$ cat config.mk
export PLATFORM = sky130hd
export DESIGN_NAME = core_add_pipe
export DESIGN_NICKNAME = d
export VERILOG_FILES = /design/src/rtl/core_add_pipe.sv
export SDC_FILE = /design/constraint.sdc
export NUM_CORES = 1
export LEC_CHECK = 0
export BUFFER_PORTS_ARGS = -buffer_cell sky130_fd_sc_hd__buf_4
export CAP_MARGIN = 20
export CORE_ASPECT_RATIO = 1.2
export CORE_UTILIZATION = 55
export CTS_BUF_LIST = sky130_fd_sc_hd__clkbuf_8
export DETAILED_ROUTE_END_ITERATION = 6
export HOLD_SLACK_MARGIN = 0.02
export PLACE_DENSITY_LB_ADDON = 0.2
export SLEW_MARGIN = 10
export SYNTH_ARGS = -nofsm -noshare
export SYNTH_HDL_FRONTEND = slang
export SYNTH_SLANG_ARGS = --single-unit
$ cat constraint.sdc
create_clock -name clk_i -period 1.7 [get_ports clk_i]
set_input_delay 0.17 -clock clk_i [delete_from_list [all_inputs] [get_ports clk_i]]
set_output_delay 0.17 -clock clk_i [all_outputs]
set_load 0.01 [all_outputs]
$ cat src/rtl/core_add_pipe.sv
// Mantissa add/subtract and renormalisation core for the posit adder path.
// Operand arithmetic and normalisation happen ahead of a STAGES-deep valid/ready pipeline.
module core_add_pipe #(
    parameter int TE_BITS   = 12,
    parameter int MANT_SIZE = 14,
    parameter int STAGES    = 2
) (
    input  logic                      clk_i,
    input  logic                      rst_ni,
    input  logic                      in_valid_i,
    output logic                      in_ready_o,
    input  logic [MANT_SIZE-1:0]      a_i,
    input  logic [MANT_SIZE-1:0]      b_i,
    input  logic                      sub_i,
    input  logic signed [TE_BITS-1:0] te_i,
    output logic                      out_valid_o,
    input  logic                      out_ready_i,
    output logic [MANT_SIZE:0]        mant_o,
    output logic signed [TE_BITS-1:0] te_o,
    output logic                      neg_o,
    output logic                      zero_o,
    output logic                      frac_trunc_o,
    output logic                      te_sat_o
);

    localparam int W    = MANT_SIZE + 1;
    localparam int LZ_W = $clog2(W);

    typedef struct packed {
        logic [W-1:0]       mant;
        logic [TE_BITS-1:0] te;
        logic               neg;
        logic               zero;
        logic               frac_trunc;
        logic               te_sat;
    } res_t;

    // Highest set bit wins, so the count is taken from the MSB side.
    function automatic logic [LZ_W-1:0] lead_zeros(input logic [W-2:0] v);
        logic [LZ_W-1:0] n;
        n = '0;
        for (int i = 0; i < W - 1; i++) begin
            if (v[i]) n = LZ_W'(W - 2 - i);
        end
        return n;
    endfunction

    // Returns {sat, te}: a mismatch of the top two bits means the value left the TE_BITS range.
    function automatic logic [TE_BITS:0] sat_te(input logic signed [TE_BITS:0] t);
        if (t[TE_BITS] != t[TE_BITS-1])
            return {1'b1, t[TE_BITS], {(TE_BITS-1){~t[TE_BITS]}}};
        return {1'b0, t[TE_BITS-1:0]};
    endfunction

    logic [W-1:0]              a_ext;
    logic [W-1:0]              b_ext;
    logic [W-1:0]              sum_c;
    logic                      neg_c;
    logic [LZ_W-1:0]           lz_c;
    logic signed [TE_BITS:0]   te_ext;
    logic signed [TE_BITS:0]   te_adj;
    logic [TE_BITS:0]          te_sat_c;
    res_t                      res_c;

    always_comb begin
        a_ext    = {1'b0, a_i};
        b_ext    = {1'b0, b_i};
        neg_c    = sub_i & (a_i < b_i);
        if (!sub_i)
            sum_c = a_ext + b_ext;
        else if (neg_c)
            sum_c = b_ext - a_ext;
        else
            sum_c = a_ext - b_ext;

        te_ext   = {te_i[TE_BITS-1], te_i};
        lz_c     = lead_zeros(sum_c[W-2:0]);
        res_c    = '0;
        res_c.neg = neg_c;
        te_adj   = te_ext;

        if (sum_c[W-1]) begin
            res_c.mant       = sum_c >> 1;
            res_c.frac_trunc = sum_c[0];
            te_adj           = te_ext + $signed((TE_BITS+1)'(1));
        end else begin
            res_c.mant = sum_c << lz_c;
            te_adj     = te_ext - $signed((TE_BITS+1)'(lz_c));
        end

        te_sat_c = sat_te(te_adj);
        if (sum_c == '0) begin
            res_c.mant = '0;
            res_c.zero = 1'b1;
        end else begin
            res_c.te     = te_sat_c[TE_BITS-1:0];
            res_c.te_sat = te_sat_c[TE_BITS];
        end

        if (!in_valid_i) res_c = '0;
    end

    logic advance;
    res_t res_p0;
    logic vld_p0;
    res_t res_out;
    logic vld_out;

    assign advance = ~vld_out | out_ready_i;

    // Stage p0: capture the computed result.
    always_ff @(posedge clk_i or negedge rst_ni) begin
        if (!rst_ni) begin
            vld_p0 <= 1'b0;
            res_p0 <= '0;
        end else if (advance) begin
            vld_p0 <= in_valid_i;
            res_p0 <= res_c;
        end
    end

    generate
        if (STAGES == 1) begin : g_one
            assign vld_out = vld_p0;
            assign res_out = res_p0;
        end else begin : g_multi
            res_t res_p1;
            logic vld_p1;

            // Stage p1.
            always_ff @(posedge clk_i or negedge rst_ni) begin
                if (!rst_ni) begin
                    vld_p1 <= 1'b0;
                    res_p1 <= '0;
                end else if (advance) begin
                    vld_p1 <= vld_p0;
                    res_p1 <= res_p0;
                end
            end

            if (STAGES == 2) begin : g_two
                assign vld_out = vld_p1;
                assign res_out = res_p1;
            end else begin : g_three
                res_t res_p2;
                logic vld_p2;

                // Stage p2.
                always_ff @(posedge clk_i or negedge rst_ni) begin
                    if (!rst_ni) begin
                        vld_p2 <= 1'b0;
                        res_p2 <= '0;
                    end else if (advance) begin
                        vld_p2 <= vld_p1;
                        res_p2 <= res_p1;
                    end
                end

                assign vld_out = vld_p2;
                assign res_out = res_p2;
            end
        end
    endgenerate

    assign in_ready_o   = advance;
    assign out_valid_o  = vld_out;
    assign mant_o       = res_out.mant;
    assign te_o         = res_out.te;
    assign neg_o        = res_out.neg;
    assign zero_o       = res_out.zero;
    assign frac_trunc_o = res_out.frac_trunc;
    assign te_sat_o     = res_out.te_sat;

endmodule

==> Word-level counts from Yosys, hierarchy flattened <==
Cells that the tools add are included.
{ "totals": {"reg_bits": 64, "in_bits": 45, "output_inout_bits": 33, "word_cells": 54} }
{ "classes": {"add_sub_neg": 5, "order_cmp": 1, "eq_ne": 1, "n_shift": 1, "n_mux": 27, "bitwise": 4, "reduce_logical": 1} }
{ "op_table": {"columns": ["cell", "count"], "rows": [
  ["15-bit 2-to-1 mux", 4],
  ["4-bit 2-to-1 mux", 14],
  ["13-bit 2-to-1 mux", 3],
  ["31-bit 2-to-1 mux", 1],
  ["14-bit by 14-bit subtractor with 15-bit output", 2],
  ["14-bit by 14-bit adder with 15-bit output", 1],
  ["15-bit zero test", 1],
  ["15-bit by 4-bit << shifter with 15-bit output", 1],
  ["14-bit less-than comparator", 1],
  ["12-bit by 2-bit adder with 13-bit output, second input constant", 1],
  ["12-bit by 5-bit subtractor with 13-bit output", 1],
  ["12-bit 2-to-1 mux", 1],
  ["1-bit 2-to-1 mux", 4],
  ["1-bit inverter", 2],
  ["1-bit bitwise AND", 1],
  ["1-bit != test", 1],
  ["1-bit OR", 1]
]} }

==> Longest topological paths before layout <==
{ "depth": {"ltp_word": 25, "ltp_mapped": 38, "ltp_nobuf": 35} }

==> Least setup slack after synthesis <==
OpenSTA, ideal clock, no wires.
{ "synth_timing": {"kind": "input-to-reg", "startpoint": "input b_i[0]", "endpoint": "register res_p0[10] (netlist bit)", "setup_time_ps": 76, "arrival_ps": 6467, "t_required_ps": 1624, "path_slack_ps": -4844, "path_stages": 34, "n_path_buf": 2, "path_cell_list": "inv_1 ha_1 inv_1 fa_1 a21oi_1 o2111ai_1 a211oi_1 a211oi_1 or4_1 a41o_1 a21o_1 o21bai_1 a21oi_2 buf_6 inv_1 ha_1 nand2_1 fa_1 nor2b_1 o21ai_0 a21boi_0 o21ai_0 a21boi_0 o21ai_0 a21boi_0 o21ai_0 a21oi_1 xor2_1 xnor2_2 ha_1 clkbuf_1 inv_1 o21a_1 o21ai_1"} }
{ "synth_between": {"elab_chain_cells": 25, "elab_cells_between_ends": 31, "cone_classes": "add/sub (4); order compare (1); eq/ne (1); mux (22); bitwise (2); reduce/logical (1)"} }
{ "synth_lines": {"columns": ["element", "line_no", "text"], "rows": [
  ["start: declaration", "13", "input logic [MANT_SIZE-1:0] b_i,"],
  ["14-bit less-than comparator", "68", "neg_c = sub_i & (a_i < b_i);"],
  ["1-bit bitwise AND", "68", null],
  ["15-bit 2-to-1 mux", "71", "else if (neg_c)"],
  ["15-bit 2-to-1 mux (*)", "69", "if (!sub_i)"],
  ["4-bit 2-to-1 mux (14 in series)", "43", "if (v[i]) n = LZ_W'(W - 2 - i);"],
  ["12-bit by 5-bit subtractor with 13-bit output", "88", "te_adj = te_ext - $signed((TE_BITS+1)'(lz_c));"],
  ["13-bit 2-to-1 mux", "82", "if (sum_c[W-1]) begin"],
  ["1-bit != test / 1-bit inverter (equally long branches)", "50, 51", null],
  ["1-bit 2-to-1 mux / 13-bit 2-to-1 mux (equally long branches)", "50", "if (t[TE_BITS] != t[TE_BITS-1])"],
  ["13-bit 2-to-1 mux", "52", "return {1'b0, t[TE_BITS-1:0]};"],
  ["12-bit 2-to-1 mux (*)", "92", "if (sum_c == '0) begin"],
  ["31-bit 2-to-1 mux (*)", "100", "if (!in_valid_i) res_c = '0;"],
  ["end signal: assignment", "118", "res_p0 <= res_c;"],
  ["end: declaration", "104", "res_t res_p0;"]
]} }
Mark *: on every way between the ends. The rest lies on a longest branch, timed or not. The select of a mux whose other input is x is not followed.
A chain may end at the register's enable or synchronous reset.

==> Worst setup path in the final report <==
{ "layout_timing": {"startpoint": "input a_i[1]", "endpoint": "register res_p0[8] (netlist bit)"} }
{ "layout_between": {"elab_chain_cells": 25, "elab_cells_between_ends": 31, "cone_classes": "add/sub (4); order compare (1); eq/ne (1); mux (22); bitwise (2); reduce/logical (1)"} }
{ "layout_lines": {"columns": ["element", "line_no", "text"], "rows": [
  ["start: declaration", "12", "input logic [MANT_SIZE-1:0] a_i,"],
  ["14-bit less-than comparator", "68", null],
  ["1-bit bitwise AND", "68", null],
  ["15-bit 2-to-1 mux", "71", null],
  ["15-bit 2-to-1 mux (*)", "69", null],
  ["4-bit 2-to-1 mux (14 in series)", "43", null],
  ["12-bit by 5-bit subtractor with 13-bit output", "88", null],
  ["13-bit 2-to-1 mux", "82", null],
  ["1-bit != test / 1-bit inverter (equally long branches)", "50, 51", null],
  ["1-bit 2-to-1 mux / 13-bit 2-to-1 mux (equally long branches)", "50", null],
  ["13-bit 2-to-1 mux", "52", null],
  ["12-bit 2-to-1 mux (*)", "92", null],
  ["31-bit 2-to-1 mux (*)", "100", null]
]} }
Marks and branches as above.

==> metrics.txt <==
Final Critical Period=6080 ps; CP peak stage delay=570 ps; detailed-route via count=7703; area share of fa/ha/maj cells after synthesis=12.9%; Die Width=99.3 um; pin count of the biggest net entering global routing=65; critical path arrival=6310 ps; Mapped Area=0.00624 mm2; yosys warns=0; CP startpoint=a_i[1]; slowest cell on the critical path=o41ai_1; antenna fix cells=0; Avg WL per Cell=20.4 um; P&R area growth vs syn=61.0%; post-route clock period utilization=358%; r2r setup slk=80 ps; non-filler instance count after layout=1229; kind of critical path=in -> reg; Comb pwr share=68.1%; CTS tree=built; HPWL after detailed placement=14400 um; FMAX=0.164 GHz; maximum VDD drop=0.705 mV; ys flop type=dfrtp_1; Die Y=119 um; mux share of post-synthesis cell area=4.03%; failing checks=negative setup slack; DRT iter0 DRCs=636; GP Congestion=0.901; H-tree lvl count=3; CP delay by family, top=compound AO/OA/AOI/OAI gates; # DRC=0; Slew HR=49.3%; RSZ-0062 raised after global routing=true; xor/xnor share of the synthesized area=4.13%; CTS root buf=clkbuf_8; Max Root-Sink Buffers=2; Yosys reg bits=64; CP max FO=5; DRT antenna net count=0; IO buf count=77; Die ar.=0.0118 mm2; Leakage Power=4.82 nW; setup violators final=29; P_int=6.31 mW; Reg-to-Reg Start=out_valid_o; final setup margin=-4380 ps; Avg Vias per Cell=6.27; cell row count=42; initial core utilization=56.6%; register share of total power=20.3%; Power Total=11.0 mW; sequential fraction of the synthesis area=25.6%; Worst R2R Path Depth=5; Synth Instances=787; Top Ports=78; Post-synth ARST share=100%; Tot GR Track Use=37.0%; pwr dens=1100 mW/mm2; Levels on crit path=33; syn_area_per_cell=7.93 um2; count of flip-flops with a built-in enable after synthesis=0; worst-skew pair later-pin latency=350 ps; Synthesized Nets=894; HP Class=in -> reg; largest family of logic cells by synthesized area=compound AO/OA/AOI/OAI gates; placed cells=1152; maxcap violations=0; outcome=complete, but fails checks; Synth Area in Simple Gates=21.6%; final net count=1199; CORE AREA=0.0110 mm2; Fin. Hold Viols=0; grt ovf=0; worst-margin pin slew=761 ps; WP data required=1930 ps; DR pass1 iterations=5; Sink Count=64; TritonCTS buffer count=9; first-pass GRT wire length=34900 um; CP endpoint kind=register; final wirelength=25100 um; Startpoint Class=input pin; initial antenna violation count=0; sw frac=42.8%; share of post-route cells with drive strength above 1=48.2%; Worst setup endpoint=res_p0[8]; clock share of power=11.6%; number of distinct library cells after synthesis=89; Clock Skew=4.67 ps; FF-to-FF End=res_p0[8]; sw power=4.72 mW; Synth Area in Compound Gates=24.7%; clock-pin slew on the worst setup and hold paths=70 ps; DP Worst Slack=-4730 ps; Buf/Inv on CP=6; max-slew violations=0; vias in the first global route=7498
==> Yosys cell counts (all sizes together) (7+ instances only) <==
cell | n | share of area (%)
nand2 | 155 | 9.4
dfrtp | 64 | 26
a21oi | 61 | 5.3
inv | 60 | 3.6
ha | 58 | 12
nor2 | 51 | 3.1
o21ai | 44 | 3.7
clkbuf | 21 | 1.3
xnor2 | 21 | 3.4
buf | 18 | 2.0
mux2i | 15 | 2.4
nor3 | 14 | 1.5
a211oi | 13 | 1.8
nand3 | 13 | 1.0
nand2b | 11 | 1.1
a21o | 10 | 1.2
o21a | 10 | 1.3
mux2 | 9 | 1.6
nor2b | 9 | 0.90
or3 | 8 | 0.96
o31ai | 7 | 0.84
==> power groups by stage <==
stage,Sequential [mW],Clock [mW],Combinational (mW)
CTS,2.22,1.27,6.33
detailed placement,2.23,0,5.34
global placement,2.20,0,5.20
global route,2.27,1.34,7.93
finish,2.24,1.28,7.51
floorplan,2.29,0,3.14
==> worst reg2reg max path, stage by stage, from the launching register on <==
cell and delay (ps):
dfrtp_1 370, nor2b_4 180, buf_4 350, buf_4 400, nand2_1 160, o21ai_2 90
==> metal layers <==
metal  global-route usage (%)  vias up  part of all wire, %
met5                        0        -                    0
met4                     23.3        0                  8.3
met3                     4.44      204                  7.0
met2                     68.9      555                   51
met1                     38.7     3579                   34
li1                         -     3365                    -
==> how the worst min path moves through the flow <==
stage | to | slack [ps] | cells past startpoint | start
after global routing | res_p0[22] | 200 | 3 | in_valid_i
after CTS | vld_p0 | 130 | 3 | in_valid_i
after global placement | mant_o[13] | 270 | 1 | rst_ni
after detailed placement | mant_o[13] | 280 | 1 | rst_ni
final | res_p0[22] | 180 | 3 | in_valid_i
after floorplan | frac_trunc_o | -130 | 0 | rst_ni
==> cell type report <==
cell class	instances	area (um2)
Multi-Input combinational cell	624	5230
Clock inverter	2	10.0
Tap cell	132	165
Inverter	62	250
Timing Repair Buffer	331	2600
Clock buffer	14	193
Sequential cell	64	1600
Fill cell	466	980
==> logic make-up (layout without fill, tap and decap cells) <==
family / count (synthesis) / count (layout)
and+or+nand+nor: 293 / 293
AOI/OAI and AO/OA: 217 / 219
buffers and inverters: 101 / 409
DFF: 64 / 64
adders and majority gates: 62 / 62
xor gates and xnor gates: 26 / 26
muxes: 24 / 24
==> sequential cells by signal, summed over array words and instances, names as in the netlist <==
| name | cells |
|---|---|
| frac_trunc_o | 1 |
| mant_o | 15 |
| neg_o | 1 |
| out_valid_o | 1 |
| res_p0 | 31 |
| te_o | 12 |
| te_sat_o | 1 |
| vld_p0 | 1 |
| zero_o | 1 |
==> layout by cell type (no fill, tap or decap), drive strengths merged, types with 6 or more instances in the layout <==
cell     instances
buf            330
nand2          155
dfrtp           64
a21oi           61
inv             60
ha              58
nor2            51
o21ai           44
xnor2           21
mux2i           15
clkbuf          14
nor3            14
nand3           13
a211oi          13
a21o            11
nand2b          11
o21a            10
nor2b            9
mux2             9
or3              8
o31ai            7
and2             6
a22oi            6
a2111oi          6
==> metrics by stage <==
stage	TNS (ps)	hold WS, ps	cell area (um2)	utilization, %
floorplan	-85070	-126	6410	-
global placement	-97470	270	8410	76.2
detailed placement	-100860	283	8410	76.2
CTS	-82680	132	9440	85.6
global route	-96760	202	10100	91.1
finish	-91880	185	10100	91.1
==> repair_timing <==
action,CTS,global route
endpoints found under the hold margin,64,0
endpoints found under the setup margin,29,29
hold buffers,1,0
pin swaps,60,65
gates cloned,3,0
resized for setup,109,94
buffers inserted,35,23
No activity file was read; power rests on OpenSTA's default activity.
